===== src/rtl/lpe_column_drain.sv =====
// Column drain: filters operand spill-over and checks result order/flags, then repacks each
// group of PE_NUMBER_J results as one AXI-Stream packet. Optional row tag on m_axis_tuser: LPE_DRAIN_ROW_TAG_EN.
//
// state   | meaning
// IDLE    | waiting for the first result word of a group (count == 0)
// COLLECT | part of a group has been forwarded; count = index of the next word
// FLUSH   | after an error, drop every word up to and including the next s_tlast
module lpe_column_drain #(
    parameter int                    DATA_WIDTH     = 16,
    parameter int                    PE_NUMBER_J    = 4,
    parameter int                    USER_WIDTH     = 8,
    parameter logic [USER_WIDTH-1:0] OP1_USER_MASK  = USER_WIDTH'(1) << (USER_WIDTH-2),
    parameter logic [USER_WIDTH-1:0] RSLT_USER_MASK = USER_WIDTH'(1) << (USER_WIDTH-1),
    parameter int                    ID_WIDTH       = 8,
    parameter int                    DEST_WIDTH     = 8,
    parameter int                    OUTPUT_ID      = 1,
    parameter int                    OUTPUT_DEST    = 1,
    localparam int                   IDX_W          = (PE_NUMBER_J > 1) ? $clog2(PE_NUMBER_J) : 1
) (
    input  logic                  clk,
    input  logic                  rst_n,
    input  logic [DATA_WIDTH-1:0] s_axis_tdata,
    input  logic                  s_axis_tvalid,
    output logic                  s_axis_tready,
    input  logic                  s_axis_tlast,
    input  logic [USER_WIDTH-1:0] s_axis_tuser,
    output logic [DATA_WIDTH-1:0] m_axis_tdata,
    output logic                  m_axis_tvalid,
    input  logic                  m_axis_tready,
    output logic                  m_axis_tlast,
    output logic [ID_WIDTH-1:0]   m_axis_tid,
    output logic [DEST_WIDTH-1:0] m_axis_tdest,
`ifdef LPE_DRAIN_ROW_TAG_EN
    output logic [IDX_W-1:0]      m_axis_tuser,
`endif
    output logic                  busy,
    output logic                  err_order,
    output logic                  err_user_flag
);

    typedef enum logic [1:0] {S_IDLE, S_COLLECT, S_FLUSH} state_t;

    localparam logic [IDX_W-1:0] LAST_IDX = IDX_W'(PE_NUMBER_J - 1);

`ifdef LPE_DRAIN_ROW_TAG_EN
    localparam int PW = DATA_WIDTH + 1 + IDX_W;
`else
    localparam int PW = DATA_WIDTH + 1;
`endif

    state_t           state;
    logic [IDX_W-1:0] count;
    logic             rdy_q;
    logic [1:0]       occ;
    logic [PW-1:0]    head, spare, in_pl;

    logic s_hs, has_rslt, has_op, w_rslt, w_bad, at_last, in_flush, order_bad, push, pop;

    assign s_axis_tready = rdy_q && (occ != 2'd2);
    assign s_hs          = s_axis_tvalid && s_axis_tready;
    assign has_rslt      = |(s_axis_tuser & RSLT_USER_MASK);
    assign has_op        = |(s_axis_tuser & OP1_USER_MASK);
    assign w_rslt        = has_rslt && !has_op;
    assign w_bad         = (has_rslt == has_op);
    assign at_last       = (count == LAST_IDX);
    assign in_flush      = (state == S_FLUSH);
    assign order_bad     = w_rslt && (s_axis_tlast != at_last);
    assign push          = s_hs && !in_flush && w_rslt && !order_bad;
    assign pop           = (occ != 2'd0) && m_axis_tready;

`ifdef LPE_DRAIN_ROW_TAG_EN
    assign in_pl        = {count, at_last, s_axis_tdata};
    assign m_axis_tuser = head[PW-1 -: IDX_W];
`else
    assign in_pl        = {at_last, s_axis_tdata};
`endif

    assign m_axis_tdata  = head[DATA_WIDTH-1:0];
    assign m_axis_tlast  = head[DATA_WIDTH];
    assign m_axis_tvalid = (occ != 2'd0);
    assign m_axis_tid    = ID_WIDTH'(OUTPUT_ID);
    assign m_axis_tdest  = DEST_WIDTH'(OUTPUT_DEST);
    assign busy          = (count != '0) || in_flush;

    // Two-entry skid: head drives the output, spare catches the word that arrives during a stall.
    always_ff @(posedge clk or negedge rst_n) begin
        if (!rst_n) begin
            rdy_q <= 1'b0;
            occ   <= 2'd0;
            head  <= '0;
            spare <= '0;
        end else begin
            rdy_q <= 1'b1;
            case (occ)
                2'd0: if (push) begin
                    head <= in_pl;
                    occ  <= 2'd1;
                end
                2'd1: begin
                    if (push && pop) begin
                        head <= in_pl;
                    end else if (push) begin
                        spare <= in_pl;
                        occ   <= 2'd2;
                    end else if (pop) begin
                        occ <= 2'd0;
                    end
                end
                2'd2: if (pop) begin
                    head <= spare;
                    occ  <= 2'd1;
                end
                default: occ <= 2'd0;
            endcase
        end
    end

    always_ff @(posedge clk or negedge rst_n) begin
        if (!rst_n) begin
            state         <= S_IDLE;
            count         <= '0;
            err_order     <= 1'b0;
            err_user_flag <= 1'b0;
        end else begin
            err_order     <= 1'b0;
            err_user_flag <= 1'b0;
            if (s_hs) begin
                if (in_flush) begin
                    if (s_axis_tlast) begin
                        state <= S_IDLE;
                        count <= '0;
                    end
                end else if (w_bad) begin
                    err_user_flag <= 1'b1;
                    state         <= S_FLUSH;
                    count         <= '0;
                end else if (w_rslt) begin
                    if (order_bad) begin
                        err_order <= 1'b1;
                        count     <= '0;
                        state     <= s_axis_tlast ? S_IDLE : S_FLUSH;
                    end else if (at_last) begin
                        count <= '0;
                        state <= S_IDLE;
                    end else begin
                        count <= count + IDX_W'(1);
                        state <= S_COLLECT;
                    end
                end
            end
        end
    end

endmodule


===== config.mk =====
export PLATFORM = sky130hd
export DESIGN_NAME = lpe_column_drain
export DESIGN_NICKNAME = d
export VERILOG_FILES = /design/src/rtl/lpe_column_drain.sv
export SDC_FILE = /design/constraint.sdc
export NUM_CORES = 1
export LEC_CHECK = 0
export ABC_AREA = 0
export CAP_MARGIN = 20
export CORE_MARGIN = 2
export CORE_UTILIZATION = 42
export CTS_CLUSTER_SIZE = 16
export DETAILED_ROUTE_END_ITERATION = 10
export GPL_ROUTABILITY_DRIVEN = 0
export PLACE_DENSITY = 0.88
export SETUP_SLACK_MARGIN = 0.02
export SYNTH_ARGS = -nofsm -noshare
export SYNTH_HDL_FRONTEND = slang
export SYNTH_SLANG_ARGS = --single-unit

===== constraint.sdc =====
create_clock -name clk -period 2.4 [get_ports clk]
set_input_delay 0.36 -clock clk [delete_from_list [all_inputs] [get_ports clk]]
set_output_delay 0.36 -clock clk [all_outputs]
set_load 0.05 [all_outputs]

==> reports/metrics.cfg <==
[sta]
rsz0062_at_grt = false
drv_slew = 0
slew_headroom_pct = 63.4
fin_skew_ns = 0.00466
setup_violations = 0
hold_viol = 0
fmax_mhz = 452
period_share_pct = 92.3
fin_crit_ns = 2.21
tightest_slew_ns = 0.550

[final_layout]
fillers = 438
drive_above_1_share_pct = 33.6
area_growth_syn_to_layout_pct = 26.0
n_antenna_cell = 0
layoutNonFillerInstCount = 287
final_nets = 249
final_common_cell = dfrtp_1
mostFrequentLayoutCells = dfrtp_1 (43), mux2_2 (42), clkdlybuf4s50_1 (42), conb_1 (17), mux2_4 (10)
postLayoutCellArea_um2 = 2800

[clock_tree]
clk_latency_ns = 0.28
numCtsBuffers = 5
clk_pin_slew_ns = 0.07
post_cts_buffers = 0
clock_path_buffers = 2
root_buffer = clkbuf_8
ctsHoldBuffers = 0
cts_num_sinks = 43
cts_tree = built
htreeDepth = 2
cts-resized-gates = 0

[power_and_ir_drop]
pwr-share-clk_pct = 17.5
power_switching_mw = 1.17
intPower_mw = 1.65
seq_power_share_pct = 35.8
vdd_drop_max_uv = 685
switching_share_pct = 41.4
leakagePower_nw = 1.28
power_mw = 2.82
combPwrFrac_pct = 46.6
pwr_density_cell_nw_per_um2 = 1010

[detailed_routing]
wirelength_mm = 3.96
vias = 1358
drc_errors = 0
antenna_left = 0
wire_per_inst_um = 13.8
drt_first_pass_iters = 2
via_per_inst = 4.73
drt_iter0_drc = 27

[setup_path]
path_class = in -> reg
worstPathArrival_ns = 2.39
crit_fanout = 17
r2r_start = state[1]$_DFFE_PN0P_
start_kind = input pin
reg2reg_to = spare[9]$_DFFE_PN0P_
r2r_slack_ns = 0.28
end_kind = register
reg2reg_depth = 5
worst_ep_required_time_ns = 2.57

[logic_synthesis]
avgSynthCellArea_um2 = 13.5
synth_ff_type = dfrtp_1
ys_async_sr_fraction_pct = 100
synth_seq_area_share_pct = 48.5
syn_area_um2 = 2220
synthCells = 165
synth_edf_count = 0
synth_seq_cells = 43
synth_warnings = 0
yosys.cell_types.count = 34

[grt]
grt_pass1_vias = 1408
grt_pass1_wl_mm = 6.61
grt_max_degree = 44
antenna_found_initial = 0
grtUsageTotal_pct = 14.2
overflow = 0

[outcome]
outcome = finished clean

[floorplanning]
initial_utilization_pct = 43.5
row_count = 26
core_um2 = 5110
die-area_um2 = 5880
pin_count = 67
die_h_um = 76.7
die_w_um = 76.7

[placement]
io_buffer_count = 44
placedInstanceArea_um2 = 2700
dp.cells = 279
place_hpwl_mm = 2.77

[min_path]
min-delay-path-class = in -> async

[job]
drv_cap = 0

metal layers:
layer / GRT usage [%] / wire length [um] / up-vias
li1: - / - / 640
met1: 17.4 / 1750 / 681
met2: 24.5 / 2030 / 33
met3: 2.71 / 120 / 4
met4: 6.00 / 61 / 0
met5: 0 / 0 / -
stage by stage:
stage | setup TNS, ns | setup WS, ns | util (%) | hold WS, ns
after floorplan | 0 | 0.0710 | - | 0.0644
after global placement | -2.21 | -0.0891 | 52.8 | 0.466
after detailed placement | -2.91 | -0.118 | 52.8 | 0.477
after CTS | 0 | 0.183 | 54.8 | 0.162
after global routing | 0 | 0.106 | 54.8 | 0.194
final | 0 | 0.186 | 54.8 | 0.143
power by group through the flow:
stage | clock, mW | sequential (mW) | combinational, mW
after detailed placement | 0 | 1.03 | 1.32
after floorplan | 0 | 1.52 | 0.406
after global routing | 0.538 | 1.04 | 1.38
after CTS | 0.517 | 1.02 | 1.33
after global placement | 0 | 1.01 | 1.31
final | 0.494 | 1.01 | 1.32
worst max path at each step:
stage	from	to	slack, ns	depth (start not counted)
floorplan	occ[1]$_DFFE_PN0P_	spare[0]$_DFFE_PN0P_	0.07	7
global placement	s_axis_tuser[7]	spare[7]$_DFFE_PN0P_	-0.09	6
detailed placement	s_axis_tuser[6]	spare[9]$_DFFE_PN0P_	-0.12	7
CTS	s_axis_tuser[7]	spare[9]$_DFFE_PN0P_	0.18	6
global route	s_axis_tuser[6]	spare[9]$_DFFE_PN0P_	0.11	7
finish	s_axis_tuser[7]	spare[9]$_DFFE_PN0P_	0.19	6
state kept, by name, summed over array words and instances (netlist names):
signal         cells
rdy_q              1
err_order          1
spare             17
head              17
err_user_flag      1
state              2
occ                2
count              2
cell usage after synthesis (all sizes together), types with 2 or more instances:
library cell,instances,area [um^2]
buf,20,169
clkbuf,2,7.51
conb,2,7.51
dfrtp,43,1080
ha,4,50.1
inv,6,22.5
mux2,52,623
mux2i,2,20.0
nand2,7,26.3
nand2b,2,12.5
nor2,4,15.0
nor2b,3,26.3
logic make-up after synthesis:
group / synth area share (%)
DFF: 48.5
buffers and inverters: 8.96
xor gates and xnor gates: 0.789
other: 0.338
adders and majority gates: 2.25
AOI/OAI and AO/OA: 3.21
and+or+nand+nor: 6.99
muxes: 29.0
final cells by class:
| type | instances | area [um^2] | area share, % |
|---|---|---|---|
| well taps | 70 | 87.6 | 3.13 |
| inverters | 6 | 22.5 | 0.805 |
| multi-input cells | 109 | 1000 | 35.8 |
| clock buffers | 8 | 100 | 3.58 |
| flip-flops and latches | 43 | 1080 | 38.5 |
| repair buffers | 51 | 510 | 18.2 |
critical path: stages:
cell and delay, ns:
clkdlybuf4s50_1 0.48, ha_1 0.16, or4b_4 0.52, nor4_4 0.28
buf_12 0.22, mux2_2 0.35
(Power assumes the default switching activity.)
